<file path="src/rtl/register_file_sb_if.sv">
// Register file bus: read ports, writeback, issue reservation and status outputs.
// The master side is the pipeline (decode/writeback/hazard logic), the slave side is the file.
interface register_file_sb_if #(
   parameter int unsigned ADDRESS_WIDTH = 5,
   parameter int unsigned DATA_WIDTH    = 32,
   parameter int unsigned NUM_READ      = 2
);
   logic [NUM_READ*ADDRESS_WIDTH-1:0] RA;
   logic [NUM_READ*DATA_WIDTH-1:0]    RD;
   logic [NUM_READ-1:0]               RDY;
   logic                              WE3;
   logic [ADDRESS_WIDTH-1:0]          AD3;
   logic [DATA_WIDTH-1:0]             WD3;
   logic                              issue_en;
   logic [ADDRESS_WIDTH-1:0]          issue_rd;
   logic                              waw_hazard;
   logic [ADDRESS_WIDTH:0]            busy_count;
   logic [DATA_WIDTH-1:0]             a0;

   modport master (
      output RA, WE3, AD3, WD3, issue_en, issue_rd,
      input  RD, RDY, waw_hazard, busy_count, a0
   );

   modport slave (
      input  RA, WE3, AD3, WD3, issue_en, issue_rd,
      output RD, RDY, waw_hazard, busy_count, a0
   );
endinterface

</file>
<file path="src/rtl/register_file_sb.sv">
// Pipelined-core register file: combinational reads, one synchronous write port,
// x0 hardwired to zero, optional write-to-read bypass and a per-register busy scoreboard.
module register_file_sb #(
   parameter int unsigned ADDRESS_WIDTH = 5,
   parameter int unsigned DATA_WIDTH    = 32,
   parameter int unsigned NUM_READ      = 2,
   parameter int unsigned BYPASS        = 1,
   parameter int unsigned A0_INDEX      = 10
) (
   input logic               clk,
   input logic               rst,
   register_file_sb_if.slave bus
);
   localparam int unsigned Depth = 1 << ADDRESS_WIDTH;
   localparam bit Bypass = (BYPASS != 0);
   localparam logic [ADDRESS_WIDTH-1:0] A0Addr = ADDRESS_WIDTH'(A0_INDEX);

   logic [DATA_WIDTH-1:0]  regs_q [Depth];
   logic [Depth-1:0]       busy_q, busy_d;
   logic [ADDRESS_WIDTH:0] busy_count_q, busy_count_d;
   logic                   wr_valid, issue_valid;

   assign wr_valid    = bus.WE3 && (bus.AD3 != '0);
   assign issue_valid = bus.issue_en && (bus.issue_rd != '0);

   always_ff @(posedge clk or posedge rst) begin
      if (rst) begin
         for (int unsigned i = 0; i < Depth; i++) begin
            regs_q[i] <= '0;
         end
      end else if (wr_valid) begin
         regs_q[bus.AD3] <= bus.WD3;
      end
   end

   // Issue is applied after writeback so a same-register collision leaves the bit set.
   always_comb begin
      busy_d = busy_q;
      if (wr_valid) begin
         busy_d[bus.AD3] = 1'b0;
      end
      if (issue_valid) begin
         busy_d[bus.issue_rd] = 1'b1;
      end
      busy_d[0] = 1'b0;
   end

   always_comb begin
      busy_count_d = '0;
      for (int unsigned i = 0; i < Depth; i++) begin
         busy_count_d = busy_count_d + (ADDRESS_WIDTH + 1)'(busy_d[i]);
      end
   end

   always_ff @(posedge clk or posedge rst) begin
      if (rst) begin
         busy_q       <= '0;
         busy_count_q <= '0;
      end else begin
         busy_q       <= busy_d;
         busy_count_q <= busy_count_d;
      end
   end

   for (genvar i = 0; i < NUM_READ; i++) begin : g_read
      logic [ADDRESS_WIDTH-1:0] ra;
      logic                     fwd;

      assign ra  = bus.RA[i*ADDRESS_WIDTH +: ADDRESS_WIDTH];
      assign fwd = Bypass && wr_valid && (bus.AD3 == ra);

      assign bus.RD[i*DATA_WIDTH +: DATA_WIDTH] = (ra == '0) ? '0 :
                                                  fwd        ? bus.WD3 : regs_q[ra];
      assign bus.RDY[i] = (ra == '0) || fwd || !busy_q[ra];
   end

   assign bus.waw_hazard = issue_valid && busy_q[bus.issue_rd];
   assign bus.busy_count = busy_count_q;
   assign bus.a0         = regs_q[A0Addr];
endmodule

</file>
<file path="src/flat_wrapper.sv">
// flat-port wrapper written by rule: the top's interface ports become plain ports
module register_file_sb_flat 
#(
   parameter int unsigned ADDRESS_WIDTH = 5,
   parameter int unsigned DATA_WIDTH    = 32,
   parameter int unsigned NUM_READ      = 2,
   parameter int unsigned BYPASS        = 1,
   parameter int unsigned A0_INDEX      = 10
)
  (clk, rst, bus_RA, bus_WE3, bus_AD3, bus_WD3, bus_issue_en, bus_issue_rd, bus_RD, bus_RDY, bus_waw_hazard, bus_busy_count, bus_a0);
  register_file_sb_if #(.ADDRESS_WIDTH(ADDRESS_WIDTH), .DATA_WIDTH(DATA_WIDTH), .NUM_READ(NUM_READ)) bus_i ();
  input logic clk;
  input logic rst;
  input wire logic [$bits(bus_i.RA)-1:0] bus_RA;
  input wire logic [$bits(bus_i.WE3)-1:0] bus_WE3;
  input wire logic [$bits(bus_i.AD3)-1:0] bus_AD3;
  input wire logic [$bits(bus_i.WD3)-1:0] bus_WD3;
  input wire logic [$bits(bus_i.issue_en)-1:0] bus_issue_en;
  input wire logic [$bits(bus_i.issue_rd)-1:0] bus_issue_rd;
  output wire logic [$bits(bus_i.RD)-1:0] bus_RD;
  output wire logic [$bits(bus_i.RDY)-1:0] bus_RDY;
  output wire logic [$bits(bus_i.waw_hazard)-1:0] bus_waw_hazard;
  output wire logic [$bits(bus_i.busy_count)-1:0] bus_busy_count;
  output wire logic [$bits(bus_i.a0)-1:0] bus_a0;
  assign bus_i.RA = bus_RA;
  assign bus_i.WE3 = bus_WE3;
  assign bus_i.AD3 = bus_AD3;
  assign bus_i.WD3 = bus_WD3;
  assign bus_i.issue_en = bus_issue_en;
  assign bus_i.issue_rd = bus_issue_rd;
  assign bus_RD = bus_i.RD;
  assign bus_RDY = bus_i.RDY;
  assign bus_waw_hazard = bus_i.waw_hazard;
  assign bus_busy_count = bus_i.busy_count;
  assign bus_a0 = bus_i.a0;
  register_file_sb #(.ADDRESS_WIDTH(ADDRESS_WIDTH), .DATA_WIDTH(DATA_WIDTH), .NUM_READ(NUM_READ), .BYPASS(BYPASS), .A0_INDEX(A0_INDEX)) u_core (.clk(clk), .rst(rst), .bus(bus_i));
endmodule
</file>
<file path="config.mk">
export PLATFORM = sky130hd
export DESIGN_NAME = register_file_sb_flat
export DESIGN_NICKNAME = d
export VERILOG_FILES = /design/src/rtl/register_file_sb_if.sv /design/src/rtl/register_file_sb.sv /design/src/flat_wrapper.sv
export SDC_FILE = /design/constraint.sdc
export NUM_CORES = 2
export LEC_CHECK = 0
export BUFFER_PORTS_ARGS = -buffer_cell sky130_fd_sc_hd__buf_2
export CORE_MARGIN = 2
export CORE_UTILIZATION = 50
export CTS_CLUSTER_SIZE = 20
export DETAILED_ROUTE_END_ITERATION = 8
export GPL_TIMING_DRIVEN = 0
export PLACE_DENSITY_LB_ADDON = 0.2
export SYNTH_ARGS = -nofsm -noshare
export SYNTH_HDL_FRONTEND = slang
export SYNTH_SLANG_ARGS = --single-unit
</file>
<file path="constraint.sdc">
create_clock -name clk -period 36.9 [get_ports clk]
set_clock_uncertainty 0.05 [all_clocks]
set_input_delay 3.69 -clock clk [delete_from_list [all_inputs] [get_ports clk]]
set_output_delay 3.69 -clock clk [all_outputs]
set_load 0.03 [all_outputs]
</file>
# == Word level (Yosys, flattened, before mapping) ==
# Cells that the tools add are included.
# word_totals
latch_bits,0
regBits,1061
mem_count,0
romBits,0
mem_bits_rw,0
input_bits,56
# op_classes
bitwise_logic,6
shifts,0
n_lt_le_gt_ge,10
n_mul,0
n_reduce_logical,18
muxes,25
n_eq_ne,2
n_addsub,30
div,0
# op_table
operator,count
$bwmux W1024,1
$mux W32,11
$bmux W32 S5,2
$add A6 B1 Y6,29
$demux W32 S5,1
$and A32 B32 Y32,1
$not A32 Y32,1
$or A32 B32 Y32,1
$lt A5 B6 Y1 const B,4
$ge A6 B6 Y1 const B,3
$not A5 Y6,3
$bmux W1 S5,3
$demux W1 S5,2
$eq A5 B5 Y1,2
$ge A5 B1 Y1 const B,2
$logic_not A5 Y1,2
$reduce_bool A5 Y1,2
$logic_and A1 B1 Y1,8
$lt A6 B1 Y1 const B,1
$mux W1,5
$logic_or A1 B1 Y1,4
$add A1 B1 Y2,1
$logic_not A1 Y1,2

# == Longest topological paths before layout ==
# logic_depth
word_depth,39
depth_mapped,22
mapped_depth_nobuf,20

# == Worst setup path after synthesis ==
# Ideal clock, no wire load.
# synth_timing
kind,input to output
startpoint,in bus_RA[0]
endpoint,out bus_RD[30]
path_slack_ps,27415
stages,9
n_path_buf,4
arrival_time_ps,5745
cell_sequence,buf_2 > buf_4 > buf_4 > buf_2 > nand3_1 > o221ai_1 > a31oi_1 > a211o_1 > o21ai_0
# synth_via
elab_chain_len,6
word_cells_on_any_way,9
cone_classes,1 x eq/ne; 5 x mux; 1 x bitwise; 2 x reduce/logical
# synth_lines
item,line_no,text
start: declaration,flat_wrapper.sv:14,input wire logic [$bits(bus_i.RA)-1:0] bus_RA;
$not A5 Y6 (implied by the code),register_file_sb.sv:73,fwd ? bus.WD3 : regs_q[ra];
$bmux W32 S5,register_file_sb.sv:73,
$mux W32 (implied by the code) (2 in a row),register_file_sb.sv:73,
$mux W32,register_file_sb.sv:73,
$mux W32 *,register_file_sb.sv:72,assign bus.RD[i*DATA_WIDTH +: DATA_WIDTH] = (ra == '0) ? '0 :
end: declaration,flat_wrapper.sv:20,output wire logic [$bits(bus_i.RD)-1:0] bus_RD;
# Every way passes the cells marked *; elsewhere a longest branch is shown, timed or not. The select of a mux whose other input is x is not followed.

# == Worst setup path after layout ==
# layout_timing
startpoint,in bus_RA[3]
endpoint,out bus_RD[22]
# The elaborated chain is that of the path after synthesis.

==> out/metrics.csv <==
metric;value;unit
total setup buffers inserted after CTS;0;
total number of vias;45450;
Remaining DRCs;0;
P_leak;29.67;nW
Routed WL;247800;um
vias in the first global route;44740;
post-CTS sizing;0;
GR Overflow Total;0;
Worst Hold End;u_core.regs_q[1006];
CP peak stage delay;1.17;ns
worst-skew pair later-pin latency;0.74;ns
Post-DP Area;61410;sq um
fill count;9954;
outcome;finished, violations left;
Die Area;119800;sq um
GPL Wtd Cong;1.016;
FF+latch area;26550;sq um
layout cells sized above 1;36.10;%
clock sink count;1061;
Setup-failing EPs final;0;
top-count cell post-synth;dfrtp_1;
cell breakdown of the critical path;buf_2, clkbuf_1, or3_1, clkbuf_1, clkbuf_1, o22ai_1, nor2_1, a32o_1, buf_2;
Post-Syn Nets;4641;
clock tree buffer depth;3;
worst r2r src;u_core.busy_q[1];
per-cell routed wire length;38.37;um
Core Region;116000;sq um
fmax;85.10;MHz
Clock Pin Slew Worst Setup and Hold Paths;0.06;ns
pre-CTS setup slack;25.56;ns
# rows;125;
failing checks;capacitance limit, slew limit;
Slew Limit Fails;71;
Post-Synthesis Cell Area;58500;sq um
area fraction of the dominant cell type after synthesis;45.38;%
CP endpoint kind;primary output;
HP Start;u_core.regs_q[1006];
Max-cap violations;9;
number of synthesized flops with an enable pin;0;
Max Fanout on Critical Path;11;
Net count, final;4917;
Worst EP required;33.16;ns
root buffer selected by CTS;clkbuf_16;
Hold Vio Cnt, Final;0;
Final min period;11.75;ns
worst r2r dst;u_core.bus.busy_count[4];
top post-synthesis cells by area;dfrtp_1, mux2_2, mux4_2;
Primary FF master, synth;dfrtp_1;
GR Util All Layers;41.07;%
RSZ-0062 raised after global routing;false;
synth warn;0;
most used cell, CP;clkbuf_1;
Post-DRT Antenna Nets;0;
I/O pin count;161;
global-route wire length before repair;342500;um
Slew @ Worst Pin;1.730;ns
CTS tree;yes;
Startpoint Class;primary input;
Post-synth top cells;dfrtp_1, mux2_2, nand2_1;
#FFs+latches synth;1061;
Async S/R FF share, synth;100.0;%
pwr dens;60.92;nW/um^2
number of buffers added on ports;146;
maximum VDD drop;319.0;uV
Multi-input gate area;29400;sq um
Die Height;346.1;um
hold_buf cts;0;
Num CTS Buffers;118;
crit path DAT;8.01;ns
largest net degree at the start of global routing;130;
post-DP HPWL;167000;um
reg2reg setup slack;31.45;ns
Syn-to-layout area delta;11.81;%
Yosys cell types;56;
Mapped Cells;4553;
Final Cell Area;65410;sq um
relative slew slack;-15.31;%
Initial Util;50.41;%
Critical Path Start;bus_RA[3];
post-synthesis sequential area ratio;45.38;%
worst r2r path cells;17;
final worst slack;25.15;ns
Hold Crit Class;register to register;
initial antenna violation count;14;
Initial DRT Pass Iterations;8;
DRT iter0 DRCs;6979;
H-tree depth;3;
vias per cell;7.038;
fin crit share;31.84;%
Synth Area per Inst;12.85;sq um
die width;346.1;um
worst setup path class;primary input to primary output;
Worst Hold Depth;1;
CP max-delay cell;clkbuf_1;
Synth area leader;dfrtp_1;
[power by group]
group / internal (mW) / switching [mW] / leakage, nW
combinational: 0.577 / 0.602 / 14.1
clock: 0.721 / 0.515 / 1.97
sequential: 1.40 / 0.174 / 13.6
total: 2.69 / 1.29 / 29.7
[per-layer routing]
metal	up-vias	global-route usage (%)	wire, um
met4	6	28.64	20890
met5	-	0.8003	150
met2	3509	58.38	104000
met1	23520	51.01	88690
met3	955	16.55	34090
li1	17460	-	-
[kinds of logic (layout without fill, tap and decap cells)]
family,after synthesis,count (layout),share of synthesized area [%]
muxes,1655,1655,37.67
buffers and inverters,570,939,4.378
xor gates and xnor gates,13,13,0.1946
adders and majority gates,32,32,0.9795
and+or+nand+nor,697,697,4.934
other,0,12,0
DFF,1061,1061,45.38
AOI/OAI and AO/OA,525,525,6.457
[layout by cell type, fill, tap and decap left out, types with 40 or more instances in the layout]
cell and n:
o22ai_1 58, dfrtp_1 1061, nand3_1 48, mux2_2 895
o21ai_0 53, a221oi_1 50, buf_4 57, a21oi_1 86
a22oi_1 135, nand2_1 484, o211ai_1 40, a32o_1 62
buf_1 76, clkbuf_16 122, inv_1 52, mux4_2 348
buf_2 259, nor2_1 93, mux2i_1 411, clkbuf_1 287
[metrics by stage]
step                      total power [mW]  std cells  utilization (%)  TNS (ns)  hold WS, ns
after detailed placement             2.739       6233            52.92         0       0.4206
after CTS                            3.963       6446            56.34         0       0.4346
final                                3.985       6458            56.37         0       0.4291
after global placement               2.698       6223            52.69  -9661.97       0.4096
after global routing                 4.149       6450            56.35         0       0.4454
after floorplan                      2.410       4553                -         0       0.3913
[critical path: cells and delay by family]
family	cells	cell delay, ns
buf+inv	5	3.13
compound gates	2	0.61
simple gates	2	0.54
[area by class of cell]
| cell class | count | area share (%) |
|---|---|---|
| antenna | 12 | 0.04591 |
| tap | 1524 | 2.915 |
| clock inverter | 38 | 0.7058 |
| sequential | 1061 | 40.59 |
| clock buffer | 175 | 5.354 |
| timing repair buffer | 156 | 1.513 |
| multi-input combinational | 2922 | 44.95 |
| buffer | 514 | 3.596 |
| inverter | 56 | 0.3328 |
[flip-flops by register name (all words and copies together), names as in the netlist]
signal                 cells
u_core.regs_q            992
u_core.bus.a0             32
u_core.busy_q             31
u_core.bus.busy_count      6
[how the worst max path moves through the flow]
stage                         endpoint  slack (ns)  cells past startpoint
floorplan             u_core.bus.a0[0]        3.29                      1
global placement    u_core.regs_q[111]       -9.30                      2
detailed placement          bus_RD[22]       25.56                      9
finish                      bus_RD[22]       25.15                      9
global route                bus_RD[22]       25.31                      9
CTS                         bus_RD[22]       25.62                      9
(Power assumes the default switching activity.)
